<file path="config.mk">
export PLATFORM = sky130hd
export DESIGN_NAME = controller
export DESIGN_NICKNAME = d
export VERILOG_FILES = /design/src/rtl/controller.sv
export SDC_FILE = /design/constraint.sdc
export NUM_CORES = 1
export LEC_CHECK = 0
export ABC_CLOCK_PERIOD_IN_PS = 2800
export CAP_MARGIN = 20
export CELL_PAD_IN_SITES_DETAIL_PLACEMENT = 0
export CELL_PAD_IN_SITES_GLOBAL_PLACEMENT = 2
export CORE_ASPECT_RATIO = 0.6
export CORE_MARGIN = 2
export CORE_UTILIZATION = 20
export CTS_BUF_LIST = sky130_fd_sc_hd__clkbuf_4
export CTS_CLUSTER_DIAMETER = 40
export CTS_CLUSTER_SIZE = 30
export DETAILED_ROUTE_END_ITERATION = 10
export PLACE_DENSITY_LB_ADDON = 0.1
export SLEW_MARGIN = 20
export SYNTH_ARGS = -nofsm -noshare
export SYNTH_HDL_FRONTEND = slang
export SYNTH_SLANG_ARGS = --single-unit
</file>
<file path="constraint.sdc">
create_clock -name clk -period 2.8 [get_ports clk]
set_input_delay 0.84 -clock clk [delete_from_list [all_inputs] [get_ports clk]]
set_output_delay 0.84 -clock clk [all_outputs]
set_load 0.1 [all_outputs]
</file>
<file path="src/rtl/controller.sv">
// rtl/controller.sv - Microsequencer FSM driving the datapath and memory strobes
//
// Purpose: fetches an instruction byte through PR, decodes the opcode held in
//   the datapath IR, and sequences operand fetch, memory read/write, ALU
//   execute and halt. Memory accesses wait for mem_ack with no timeout.
// Ports:
//   clk, reset          - system clock, asynchronous active-low reset
//   ir_code[7:0]        - IR contents: [7:4] opcode, [3:0] modifier
//   flag_z              - datapath zero flag (used by JZ)
//   mem_ack             - memory handshake, valid only in memory states
//   mem_rd, mem_wr      - memory request strobes
//   load_*/inc_pr       - register load / increment strobes
//   *_2_data            - data bus drive enables (at most one high)
//   ar_on_addr, pr_on_addr - address bus source (at most one high)
//   sub_nadd, add_oprnd1_sel, add_oprnd2_sel - ALU controls
//   halted              - high while in HALT

module controller (
  input  logic       clk,
  input  logic       reset,
  input  logic [7:0] ir_code,
  input  logic       flag_z,
  input  logic       mem_ack,
  output logic       mem_rd,
  output logic       mem_wr,
  output logic       load_ar,
  output logic       ar_on_addr,
  output logic       ar_2_data,
  output logic       load_dr,
  output logic       dr_2_data,
  output logic       load_lsb_gr,
  output logic       load_msb_gr,
  output logic       gr_2_data,
  output logic       load_ar_2_pr,
  output logic       inc_pr,
  output logic       pr_2_data,
  output logic       pr_on_addr,
  output logic       load_ir,
  output logic       ir_2_data,
  output logic       sub_nadd,
  output logic [1:0] add_oprnd1_sel,
  output logic [1:0] add_oprnd2_sel,
  output logic       alu_2_data,
  output logic       flag_2_data,
  output logic       halted
);

  typedef enum logic [2:0] {
    S_FETCH  = 3'd0,
    S_DECODE = 3'd1,
    S_OPER   = 3'd2,
    S_MEMRD  = 3'd3,
    S_MEMWR  = 3'd4,
    S_EXEC   = 3'd5,
    S_HALT   = 3'd6
  } state_t;

  localparam logic [3:0] OP_NOP = 4'h0;
  localparam logic [3:0] OP_LDD = 4'h1;
  localparam logic [3:0] OP_STD = 4'h2;
  localparam logic [3:0] OP_ADD = 4'h3;
  localparam logic [3:0] OP_SUB = 4'h4;
  localparam logic [3:0] OP_MVG = 4'h5;
  localparam logic [3:0] OP_JMP = 4'h6;
  localparam logic [3:0] OP_JZ  = 4'h7;
  localparam logic [3:0] OP_HLT = 4'hF;

  localparam logic [1:0] SEL_DR = 2'b01;
  localparam logic [1:0] SEL_GR = 2'b10;

  state_t     state, state_nxt;
  logic [3:0] opcode;
  logic       mvg_msb;
  logic       unused_mod_bits;

  assign opcode          = ir_code[7:4];
  assign mvg_msb         = ir_code[0];
  assign unused_mod_bits = ^ir_code[3:1];

  always_ff @(posedge clk or negedge reset) begin
    if (!reset) begin
      state <= S_FETCH;
    end else begin
      state <= state_nxt;
    end
  end

  // Outputs are gated by reset so an in-flight access is dropped the moment
  // reset asserts, not at the next clock edge.
  always_comb begin
    state_nxt      = state;
    mem_rd         = 1'b0;
    mem_wr         = 1'b0;
    load_ar        = 1'b0;
    ar_on_addr     = 1'b0;
    ar_2_data      = 1'b0;
    load_dr        = 1'b0;
    dr_2_data      = 1'b0;
    load_lsb_gr    = 1'b0;
    load_msb_gr    = 1'b0;
    gr_2_data      = 1'b0;
    load_ar_2_pr   = 1'b0;
    inc_pr         = 1'b0;
    pr_2_data      = 1'b0;
    pr_on_addr     = 1'b0;
    load_ir        = 1'b0;
    ir_2_data      = 1'b0;
    sub_nadd       = 1'b0;
    add_oprnd1_sel = 2'b00;
    add_oprnd2_sel = 2'b00;
    alu_2_data     = 1'b0;
    flag_2_data    = 1'b0;
    halted         = 1'b0;

    if (reset) begin
      unique case (state)
        S_FETCH: begin
          pr_on_addr = 1'b1;
          mem_rd     = 1'b1;
          if (mem_ack) begin
            load_ir   = 1'b1;
            inc_pr    = 1'b1;
            state_nxt = S_DECODE;
          end
        end

        S_DECODE: begin
          case (opcode)
            OP_HLT:                         state_nxt = S_HALT;
            OP_ADD, OP_SUB, OP_MVG:         state_nxt = S_EXEC;
            OP_LDD, OP_STD, OP_JMP, OP_JZ:  state_nxt = S_OPER;
            default:                        state_nxt = S_FETCH;
          endcase
        end

        // Operand byte fetch: the byte is an address (LDD/STD) or a jump
        // target, so it always lands in AR or is steered into PR.
        S_OPER: begin
          pr_on_addr = 1'b1;
          mem_rd     = 1'b1;
          if (mem_ack) begin
            inc_pr = 1'b1;
            case (opcode)
              OP_LDD: begin
                load_ar   = 1'b1;
                state_nxt = S_MEMRD;
              end
              OP_STD: begin
                load_ar   = 1'b1;
                state_nxt = S_MEMWR;
              end
              OP_JMP: begin
                load_ar_2_pr = 1'b1;
                state_nxt    = S_FETCH;
              end
              OP_JZ: begin
                load_ar_2_pr = flag_z;
                state_nxt    = S_FETCH;
              end
              default: state_nxt = S_FETCH;
            endcase
          end
        end

        S_MEMRD: begin
          ar_on_addr = 1'b1;
          mem_rd     = 1'b1;
          if (mem_ack) begin
            load_dr   = 1'b1;
            state_nxt = S_FETCH;
          end
        end

        S_MEMWR: begin
          ar_on_addr = 1'b1;
          dr_2_data  = 1'b1;
          mem_wr     = 1'b1;
          if (mem_ack) begin
            state_nxt = S_FETCH;
          end
        end

        S_EXEC: begin
          case (opcode)
            OP_ADD, OP_SUB: begin
              add_oprnd1_sel = SEL_DR;
              add_oprnd2_sel = SEL_GR;
              sub_nadd       = (opcode == OP_SUB);
              alu_2_data     = 1'b1;
              load_dr        = 1'b1;
            end
            OP_MVG: begin
              dr_2_data   = 1'b1;
              load_lsb_gr = !mvg_msb;
              load_msb_gr = mvg_msb;
            end
            default: ;
          endcase
          state_nxt = S_FETCH;
        end

        S_HALT: begin
          halted = 1'b1;
        end

        default: state_nxt = S_FETCH;
      endcase
    end
  end

endmodule

</file>
==> impl_metrics.ini, run 1 <==
[setup_path]
required_ns = 1.96
worstSetupEndpointType = primary output
critPathArrivalTime_ns = 1.95
cp_max_fo = 2
r2r_slack_ns = 1.35
critPathLaunchType = input pin
criticalPathCategory = in2out
worstRegToRegCells = 4
r2r-end = state[2]$_DFFE_PN0P_
r2r_start = state[1]$_DFFE_PN0P_

[die]
initial_utilization_pct = 21.6
core_um2 = 2950
die_area_um2 = 3670
num_io_pins = 36
die_x_um = 76.9
rows = 15
die_h_um = 47.7

[cells_and_area]
largest_reg_flops = 3
finalNetCount = 143
drive_above_1_share_pct = 61.1
instances_no_fill = 168
reg_top3 = state: 3 flops
regArea_um2 = 75.1
largest_register = state
multi_input_area_um2 = 601
fillers = 299
area_growth_pct = 112
n_antenna_cell = 0
design_area_um2 = 1350

[grt]
antenna_found_initial = 0
grt_pass1_wl_mm = 3.24
grtUsageTotal_pct = 11.5
grt_max_degree = 12
grt_pass1_vias = 685
grt_overflow = 0

[synth]
synth-edff-count = 0
syn_inst = 84
synthAdderAreaFrac_pct = 7.86
syn_avg_cell_area_um2 = 7.58
synth-simple-area-share_pct = 40.1
synth_area_um2 = 637
synth_compound_area_share_pct = 18.9
synth_seq_area_share_pct = 11.8
yosys-top-cells-count = 10 x buf_4, 8 x nor2_1, 6 x nand2_1
synth.distinct_cells = 40
muxShareOfSynthArea_pct = 3.14
synth-main-ff-cell = dfrtp_1
synth_top_family_by_area = simple AND/OR/NAND/NOR gates
synth-seq-cells = 3
yosysTopAreaCellShare_pct = 11.8
yosys.area_share.xor_xnor_pct = 0
yosysTopAreaCell = buf_4
async_flop_share_pct = 100
yosys.cell_count.top_type = buf_4
synth.area.top_cells = buf_4 12%, dfrtp_1 12%, ha_1 7.9%
yosysWarnings = 0

[clocking]
cts.clk_slew.worst_paths_ns = 0.04
clk_latency_ns = 0.24
clk_path_buf_depth = 2
cts_buffers = 3
cts_tree = built
numClockSinks = 3
hold_buffers = 0
cts_htree_levels = 1
root_buffer = clkbuf_4

[placed_design]
placed_cell_area_um2 = 1280
dp.cells = 163
io_buffers = 25
hpwlAfterDp_mm = 1.62
gp_congestion = 0.733

[power_and_ir_drop]
power.total_uw = 849
leakagePower_nw = 0.568
p_per_area_nw_per_um2 = 629
ir_drop_mv = 0.403

[route]
via_count = 721
drt_iter0_drc = 32
wirelength_mm = 1.99
post_drt_wl_per_cell_um = 11.8
drcViolationCount = 0
firstDrtPassIters = 4
viasPerCell = 4.29
postRouteAntennaNets = 0

[timing]
max_freq_mhz = 358
finalClockSkew_ns = 0.00860
whs_ns = 0.651
rsz0062_at_grt = true
finalCritPeriodShare_pct = 99.7
setup_viol = 0
hold_viol = 0
final.min_clock_period_ns = 2.79
setup_tns_ns = 0
drv_slew = 0

[job]
drv_cap = 0

[worst_hold_path]
hold_class = in2async

[run_status]
run_status = completed
## repair_timing
| action | in CTS | in global routing |
|---|---|---|
| resized for setup | 28 | 7 |
| pin swaps | 4 | 2 |
| hold endpoints to repair | 0 | 0 |
| setup endpoints to repair | 16 | 3 |
| setup buffers | 1 | 0 |
## critical path: stages
cell     delay (ns)
buf_6          0.07
inv_2          0.02
or4_4          0.56
nor3b_4        0.25
buf_12         0.20
## worst max path at each step
stage	startpoint	end	slack, ns	cells past startpoint
6_report	mem_ack	load_ar_2_pr	0.009	5
5_1_grt	mem_ack	load_ar_2_pr	-0.02	5
3_3_place_gp	mem_ack	load_ar_2_pr	-0.47	5
4_1_cts	reset	load_ar_2_pr	-0.01	5
3_5_place_dp	mem_ack	load_ar_2_pr	-0.46	5
2_1_floorplan	ir_code[6]	add_oprnd1_sel[0]	-0.60	4
## through the flow
stage          setup WS (ns)  utilization, %
5_1_grt              -0.0207            45.8
3_3_place_gp          -0.473            43.4
3_5_place_dp          -0.457            43.4
2_1_floorplan         -0.598               -
6_report             0.00870            45.8
4_1_cts              -0.0132            45.3
## cell families (layout without fill, tap and decap cells)
group,count (synthesis),after routing
adder cells (fa/ha/maj),4,4
flip-flops,3,3
other,1,7
multiplexers,2,2
AND/OR/NAND/NOR,39,39
buffers and inverters,17,53
AO/OA/AOI/OAI,18,18
## placed cells by master, fill, tap and decap left out, types with 2 or more instances in the layout
cell type / count
a21oi_1: 2
inv_2: 3
ha_1: 2
nor2_1: 4
nor3_4: 3
nand2_1: 5
and3_2: 3
nand2b_4: 3
nor2b_1: 2
clkbuf_4: 4
clkdlybuf4s50_1: 2
dfrtp_1: 3
buf_12: 17
buf_4: 20
o21ai_0: 4
buf_2: 2
o21ai_1: 2
conb_1: 7
buf_6: 3
ha_4: 2
and2_2: 2
nand2b_1: 4
nor2_2: 3
## power by group
| group | leakage [nW] | internal (mW) | switching, mW |
|---|---|---|---|
| logic | 0.510 | 0.257 | 0.424 |
| clock network | 0.0184 | 0.0632 | 0.0247 |
| registers | 0.0400 | 0.0598 | 0.0203 |
| total | 0.568 | 0.380 | 0.469 |
## cell type report
cell class,instances,area share (%)
tap,42,3.89
multi-input combinational,70,44.5
sequential,3,5.56
clock buffer,4,2.22
inverter,3,0.834
timing repair buffer,46,43.0
## per-layer routing
| layer | track usage (%) | vias up | part of all wire [%] |
|---|---|---|---|
| met3 | 1.89 | 0 | 6.7 |
| met4 | 4.36 | 0 | 0 |
| met1 | 15.6 | 330 | 48 |
| met5 | 0 | - | 0 |
| li1 | - | 362 | - |
| met2 | 19.3 | 29 | 45 |
No activity file was read; power rests on OpenSTA's default activity.
==> run 2, diff against run 1 <==
ABC_AREA = 1   (was default)
CORE_UTILIZATION = 17   (was 20)
SLEW_MARGIN = 10   (was 20)
==> run 2 against run 1 <==
Compared with the run above:
- clock power decreased by 5.6%
- flip-flop and latch count unchanged
- area after synthesis decreased by 8.4%
- hold slack got worse by 0.025 ns
- combinational power decreased by 12%
- global-route usage decreased by 0.94 points
==> impl_metrics.ini, run 2 <==
[clocking]
cts_tree = built
root_buffer = clkbuf_4
cts.clk_slew.worst_paths_ns = 0.03
numClockSinks = 3
cts_htree_levels = 1
hold_buffers = 0
clk_path_buf_depth = 2
cts_buffers = 3
clk_latency_ns = 0.23

[run_status]
run_status = completed

[route]
drt_iter0_drc = 26
wirelength_mm = 1.96
postRouteAntennaNets = 0
post_drt_wl_per_cell_um = 10.1
via_count = 735
firstDrtPassIters = 4
drcViolationCount = 0
viasPerCell = 3.77

[synth]
synth_area_um2 = 583
yosysTopAreaCell = nand2_1
synth.area.top_cells = nand2_1 21%, dfrtp_1 13%, buf_4 12%
synth-main-ff-cell = dfrtp_1
syn_avg_cell_area_um2 = 5.77
synth.distinct_cells = 23
yosysWarnings = 0
synth-edff-count = 0
yosys.cell_count.top_type = nand2_1
yosysTopAreaCellShare_pct = 20.6
yosys-top-cells-count = 32 x nand2_1, 13 x inv_1, 13 x nor2_1, 9 x buf_4, 5 x nand3_1
syn_inst = 101
synth-seq-cells = 3
async_flop_share_pct = 100
synth_seq_area_share_pct = 12.9

[worst_hold_path]
min_path_cells = 2
min_from = state[1]$_DFFE_PN0P_
hold_class = reg2reg
hold_path_end = state[1]$_DFFE_PN0P_

[timing]
drv_slew = 0
finalCritPeriodShare_pct = 97.4
finalClockSkew_ns = 0.000138
hold_viol = 0
setup_ws_ns = 0.0741
final.min_clock_period_ns = 2.73
max_freq_mhz = 367
setup_viol = 0

[setup_path]
r2r_start = state[0]$_DFFE_PN0P_
criticalPathCategory = in2out
critPathArrivalTime_ns = 1.89
worstRegToRegCells = 7
required_ns = 1.96
worstSetupEndpointType = primary output
cp_max_fo = 3
r2r-end = state[0]$_DFFE_PN0P_
critPathLaunchType = input pin
r2r_slack_ns = 1.52

[cells_and_area]
finalNetCount = 167
multi_input_area_um2 = 527
n_antenna_cell = 0
area_growth_pct = 133
fillers = 346
final_cell_mix = 29 x nand2_1, 21 x buf_4, 17 x buf_12
drive_above_1_share_pct = 54.0
final_common_cell = nand2_1
largest_register = state
final_util_pct = 41.6
largest_reg_flops = 3
regArea_um2 = 75.1
reg_top3 = state: 3 flops

[power_and_ir_drop]
combPwrFrac_pct = 75.8
ir_drop_mv = 0.398
leakagePower_nw = 0.647
pwr-share-clk_pct = 10.6
p_seq_share_pct = 13.6
p_sw_uw = 466
switching_share_pct = 59.4
p_per_area_nw_per_um2 = 579
internal_power_uw = 319

[grt]
grt_pass1_vias = 674
grt_max_degree = 9
grt_overflow = 0
antenna_found_initial = 0
grt.busiest_layer = met1
gr-usage-met1_pct = 16.3
grt_util_met2_pct = 15.1
grt_pass1_wl_mm = 3.27
grtUsageTotal_pct = 10.6
gr-usage-met3_pct = 1.67

[placed_design]
hpwlAfterDp_mm = 1.74
io_buffers = 25
gp_congestion = 0.704
place_worst_setup_slack_ns = -0.330

[die]
initial_utilization_pct = 17.9
die_area_um2 = 3930
core_um2 = 3260
die_h_um = 49.4
rows = 16
die_x_um = 79.6
num_io_pins = 36

[job]
drv_cap = 0
-- run 2: cell types whose count changed after synthesis, sizes merged, moves of 2 or more --
cell and delta:
nand3 +5, nand2b -7, nor2 +6, and3 -3, a21o -2, mux2i -2, nand2 +29, and2 -3
o21ai -4, buf -4, nor2b -2, inv +14, nand4 +2
-- run 2: how the worst max path moves through the flow --
stage	startpoint	endpoint	slack [ns]	depth (start not counted)
CTS	ir_code[6]	alu_2_data	-0.0001	8
detailed placement	ir_code[4]	alu_2_data	-0.33	9
floorplan	reset	inc_pr	-0.20	2
finish	ir_code[4]	alu_2_data	0.07	9
global route	ir_code[4]	alu_2_data	-0.002	9
global placement	ir_code[5]	load_ar_2_pr	-0.29	6
-- run 2: power groups by stage --
stage               combinational [mW]  sequential, mW  clock [mW]
floorplan                        0.447          0.0812           0
global placement                 0.595           0.109           0
detailed placement               0.597           0.108           0
CTS                              0.597           0.108      0.0869
global route                     0.637           0.112      0.0933
finish                           0.596           0.107      0.0830
-- run 2: timing repair --
action                                 in CTS  in global routing
setup endpoints to repair                  16                  7
setup buffers                               0                  2
pin swaps                                   4                  4
gates resized for setup                    16                  8
endpoints found under the hold margin       0                  0
-- run 2: area by class of cell --
class,count,area share [%]
clock buffer,4,2.21
inverter,16,5.54
multi-input combinational,78,38.8
sequential,3,5.54
tap,45,4.15
timing repair buffer,49,43.7
-- run 2: cell families (layout without fill, tap and decap cells) --
group | Yosys count | in the layout | synth area share (%)
flip-flops | 3 | 3 | 12.9
buffers and inverters | 26 | 69 | 24.2
adder cells (fa/ha/maj) | 4 | 4 | 8.58
other | 1 | 7 | 0.643
AO/OA/AOI/OAI | 6 | 6 | 5.36
AND/OR/NAND/NOR | 61 | 61 | 48.3
-- run 2: critical path, cell delays in order --
cell and delay [ns]:
buf_2 0.12, buf_6 0.13, inv_12 0.05, ha_2 0.17, nand2_2 0.06, nand2_2 0.07
inv_2 0.06, nor2_4 0.18, buf_12 0.21
-- run 2: per-stage QoR --
step	TNS (ns)	hold WS [ns]	power (mW)	area (um^2)	cells
after detailed placement	-3.66	0.627	0.705	1300	189
after global routing	-0.00462	0.671	0.842	1360	195
after CTS	-0.000145	0.639	0.791	1340	193
final	0	0.626	0.785	1360	195
after global placement	-3.29	0.624	0.704	1300	189
after floorplan	-0.613	0.544	0.529	766	107
-- run 2: per-layer routing --
layer	wire (um)	vias up
li1	-	394
met2	877	23
met3	102	0
met1	984	318
met5	0	-
met4	0	0
==> run 3, diff against run 2 <==
SKIP_CTS_REPAIR_TIMING = 1   (was default)
==> run 3 against run 2 <==
Compared with the run above:
- critical path depth stayed put
- non-clock buffer count down 2
- clock power about the same
- count of clock-buffer cells in the layout unchanged
- fmax about the same
- worst setup slack about the same
- sequential power hardly changed
- flip-flop and latch count did not move
- routed wire length down 3.8%
- critical path type unchanged
- largest cell class unchanged
==> impl_metrics.ini, run 3 (same netlist as run 2, synthesis figures left out) <==
[timing]
setup_viol = 0
finalCritPeriodShare_pct = 97.4
whs_ns = 0.626
finalClockSkew_ns = 0.000138
hold_viol = 0
final.min_clock_period_ns = 2.73
setup_tns_ns = 0
drv_slew = 0
max_freq_mhz = 367
rsz0062_at_grt = false

[setup_path]
cpPeakStageDelay_ns = 0.21
cp_max_fo = 3
critPathArrivalTime_ns = 1.89
r2r_start = state[0]$_DFFE_PN0P_
path_buf_inv = 5
startpoint = ir_code[4]
required_ns = 1.96
cpMaxStageDelayCell = nor2_4
path_common_cell = nand2_2
worstSetupEndpointType = primary output
crit_chain = clkbuf_2, buf_6, inv_12, ha_2, nand2_2, nand2_2, inv_2, nor2_4, buf_12
critPathLaunchType = input pin
criticalPathCategory = in2out
path_delay_family = buffers and inverters

[grt]
grt_pass1_wl_mm = 3.24
grt_pass1_vias = 666
grt_max_degree = 9
grt_overflow = 0
antenna_found_initial = 0
grtUsageTotal_pct = 10.5

[cells_and_area]
largest_register = state
final_cell_mix = 28 x nand2_1, 21 x buf_4, 17 x buf_12
n_antenna_cell = 0
largest_reg_flops = 3
final_util_pct = 41.6
final_common_cell = nand2_1
area_growth_pct = 133
instances_no_fill = 193
design_area_um2 = 1360
finalNetCount = 165
fillers = 349
drive_above_1_share_pct = 54.1
reg_top3 = state: 3 flops

[route]
postRouteAntennaNets = 0
drcViolationCount = 0
viasPerCell = 3.74
firstDrtPassIters = 4
via_count = 722
post_drt_wl_per_cell_um = 9.79
wirelength_mm = 1.89
drt_iter0_drc = 21

[die]
num_io_pins = 36
die_h_um = 49.4
rows = 16
core_um2 = 3260
initial_utilization_pct = 17.9
die_x_um = 79.6
die_area_um2 = 3930

[job]
drv_cap = 0

[placed_design]
gp_congestion = 0.704
dp.cells = 189
io_buffers = 25
placed_cell_area_um2 = 1300
hpwlAfterDp_mm = 1.74

[power_and_ir_drop]
p_per_area_nw_per_um2 = 576
pwr-share-clk_pct = 10.6
ir_drop_mv = 0.398
switching_share_pct = 59.4
p_seq_share_pct = 13.7
internal_power_uw = 318
p_sw_uw = 464
combPwrFrac_pct = 75.7
leakagePower_nw = 0.675

[clocking]
numClockSinks = 3
cts_htree_levels = 1
cts.clk_slew.worst_paths_ns = 0.03
root_buffer = clkbuf_4
cts_tree = built
clk_latency_ns = 0.23
cts_buffers = 3
clk_path_buf_depth = 2

[worst_hold_path]
min_from = state[1]$_DFFE_PN0P_
hold_class = reg2reg

[run_status]
run_status = completed
==> run 3: cell types whose count changed in the layout (fill, tap and decap cells not counted), sizes merged <==
cell | before | now
dlymetal6s2s | 0 | 5
clkdlybuf4s15 | 1 | 0
clkbuf | 5 | 6
buf | 43 | 39
dlygate4sd2 | 3 | 0
==> run 3: worst paths after layout <==
check | cells after the start | slack, ns | to
setup / recovery | 9 | 0.07 | alu_2_data
hold / removal | 2 | 0.63 | state[1]$_DFFE_PN0P_
setup reg to reg | 7 | 1.52 | state[0]$_DFFE_PN0P_
hold reg to reg | 2 | 0.63 | state[1]$_DFFE_PN0P_
max in group asynchronous | 3 | 1.91 | state[2]$_DFFE_PN0P_
min in group asynchronous | 3 | 0.79 | state[0]$_DFFE_PN0P_
==> run 3: layout make-up <==
cell class	instances	area [um^2]	share of cell area (%)
inverter	16	75.1	5.53
multi-input combinational	78	529	39.0
sequential	3	75.1	5.53
clock buffer	4	30.0	2.21
tap	45	56.3	4.15
timing repair buffer	47	592	43.6
==> run 3: power groups by stage <==
stage	registers, mW	logic, mW	clock network [mW]
after detailed placement	0.108	0.597	0
final	0.107	0.593	0.0830
after global routing	0.112	0.635	0.0933
after CTS	0.108	0.597	0.0869
after floorplan	0.0812	0.447	0
after global placement	0.109	0.595	0
==> run 3: routing by layer <==
layer,vias up,GRT usage [%],wire [um]
met1,307,16.3,962
met4,0,2.59,0
met5,-,0,0
met2,23,14.7,816
li1,392,-,-
met3,0,1.67,109
==> run 3: tightest hold or removal path, cell delays in order (launching register included) <==
cell and delay [ns]:
dfrtp_1 0.45, nand2_1 0.08, nand2_1 0.06
==> run 3: metrics by stage <==
step                      total power, mW  setup slack [ns]
after floorplan                     0.529            -0.199
after global placement              0.704            -0.287
after detailed placement            0.705            -0.330
after CTS                           0.792            -0.338
after global routing                0.840           0.00352
final                               0.782            0.0738
==> variant: new RTL, settings of run 1 <==
Re-encode `state_t` (7 states) as one-hot, 7 bits wide.
--- a/src/rtl/controller.sv
+++ b/src/rtl/controller.sv
@@ -45,14 +45,14 @@
   output logic       halted
 );
 
-  typedef enum logic [2:0] {
-    S_FETCH  = 3'd0,
-    S_DECODE = 3'd1,
-    S_OPER   = 3'd2,
-    S_MEMRD  = 3'd3,
-    S_MEMWR  = 3'd4,
-    S_EXEC   = 3'd5,
-    S_HALT   = 3'd6
+  typedef enum logic [6:0] {
+    S_FETCH  = 7'b0000001,
+    S_DECODE = 7'b0000010,
+    S_OPER   = 7'b0000100,
+    S_MEMRD  = 7'b0001000,
+    S_MEMWR  = 7'b0010000,
+    S_EXEC   = 7'b0100000,
+    S_HALT   = 7'b1000000
   } state_t;
 
   localparam logic [3:0] OP_NOP = 4'h0;
Formal check against the unedited RTL: same outputs for any inputs over 10 cycles, from zero or initial values and one cycle with reset low; not proved beyond that.
==> variant against run 1 <==
Worst hold slack got worse by 0.15 ns. Sequential cell count is 4 higher. Via count increased by 30%. Combinational power fell by 29%. Setup slack better by 0.0048 ns. Count of clock-buffer cells in the layout is the same. Cell area rose by 26%. Non-clock buffer count grew 4. Sequential share of layout area grew 4.8 points. Wire length is 43% higher. Cell count up 27%. Core utilization down 4.7 points. Total power shrank 12%. Area after synthesis grew 37%. Critical endpoint is now load_lsb_gr. Largest power group unchanged. Highest routed layer is now met4.
==> variant: results (changes against run 1) <==
[critical_path]
timing.rr.start=state[6]  ; was state[1]
cp_max_fo=4  ; was 2
critical_path_arrival_ns=1.95  ; about the same
r2r_cells=5  ; was 4
regToRegSetupSlack_ns=1.01  ; was 1.35 ns
rr_endpoint=state[6]  ; was state[2]

[synthesis]
avgSynthCellArea_um2=8.16  ; was 7.58 um^2
synthTopCellsByArea=dfrtp_1 17%, buf_4 7.7%, ha_1 5.7%  ; was buf_4 12%, dfrtp_1 12%, ha_1 7.9%
yosysUniqueCellTypes=39  ; was 40
yosys_warnings=0  ; unchanged
async_flop_share=1.00  ; unchanged
synth_commonest_cells=11 x nor2_1, 10 x nand2_1, 9 x buf_4, 7 x inv_1, 6 x dfrtp_1  ; was 10 x buf_4, 8 x nor2_1, 6 x nand2_1
yosysSeqAreaShare=0.202  ; was 0.118

[grt]
grt_pass1_vias=912  ; was 685
grt_pass1_wl_mm=4.68  ; was 3.24 mm
antenna_found_initial=0  ; unchanged
grt_use_total=0.128  ; was 0.115

[power]
irDropWorstVdd_mv=0.284  ; was 0.403 mV
p_leak_nw=0.731  ; was 0.568 nW
intPower_uw=375  ; was 380 uW

[sta]
fin_skew_ns=0.00464  ; was 0.00860 ns
whs_ns=0.499  ; was 0.651 ns

[layout]
drive_above_1_share=0.575  ; was 0.611
largestRegisters=state x7  ; was state x3
nets=170  ; was 143
nFillCells=410  ; was 299

[placement]
io_buffers=25  ; unchanged
dp.final_hpwl_mm=2.43  ; was 1.62 mm
routabilityCongestion=0.758  ; was 0.733
place_ws_ns=-0.515  ; was -0.457 ns
dp_cells=207  ; was 163
post_dp_cell_area_um2=1590  ; was 1280 um^2

[detailed_routing]
num_vias=935  ; was 721
drt_iter0_markers=59  ; was 32
drt_wl_total_mm=2.84  ; was 1.99 mm
via_per_inst=4.39  ; was 4.29

[clocking]
cts_buffers=3  ; unchanged
clk-insertion-delay-late_ns=0.24  ; about the same

[outcome]
status=complete, no violations  ; unchanged

==> variant: cell families after synthesis <==
group / count (synthesis) / share of synthesized area
multiplexers: 6 / 0.0860
AND/OR/NAND/NOR: 49 / 0.335
buffers and inverters: 21 / 0.143
XOR/XNOR: 3 / 0.0301
AO/OA/AOI/OAI: 16 / 0.142
other: 1 / 0.00429
flip-flops: 7 / 0.202
adder cells (fa/ha/maj): 4 / 0.0573
==> variant: area by class of cell <==
type	count	area [um^2]	area share
flip-flops and latches	7	176	0.104
clock buffers	4	30.0	0.0176
inverters	7	26.3	0.0154
well taps	60	75.1	0.0441
repair buffers	50	621	0.364
multi-input cells	85	776	0.455
==> variant: routing by layer <==
metal  part of all wire  wire [um]  global-route usage
met5                  0          0                   0
met1               0.55       1550               0.192
met3              0.030         86              0.0223
met2               0.42       1180               0.194
met4             0.0046         13              0.0199
==> variant: worst max-delay path by stage <==
stage               start            to  slack, ns  depth (start not counted)
2_1_floorplan       reset  load_ar_2_pr      -0.41                          3
3_3_place_gp        reset  load_ar_2_pr      -0.48                          5
3_5_place_dp        reset  load_ar_2_pr      -0.51                          5
4_1_cts             reset     dr_2_data      -0.06                          6
5_1_grt        ir_code[7]   load_lsb_gr      -0.04                          6
6_report       ir_code[5]   load_lsb_gr       0.01                          7
==> variant: power groups by stage <==
stage | Sequential (mW) | Combinational, mW | Clock (mW)
after floorplan | 0.137 | 0.341 | 0
after global placement | 0.164 | 0.465 | 0
after detailed placement | 0.165 | 0.468 | 0
after CTS | 0.164 | 0.478 | 0.0996
after global routing | 0.171 | 0.511 | 0.108
final | 0.167 | 0.481 | 0.0969
==> variant: what timing repair did <==
action	in CTS	in global routing
setup buffers	2	0
pin swaps	11	5
resized for setup	28	12
hold buffers	0	0
endpoints found under the setup margin	17	11
==> variant: critical path, stage by stage <==
cell and delay, ns:
buf_2 0.15, inv_2 0.10, ha_2 0.19, nand2_1 0.09, or2_4 0.29, nor2_4 0.11
buf_12 0.18
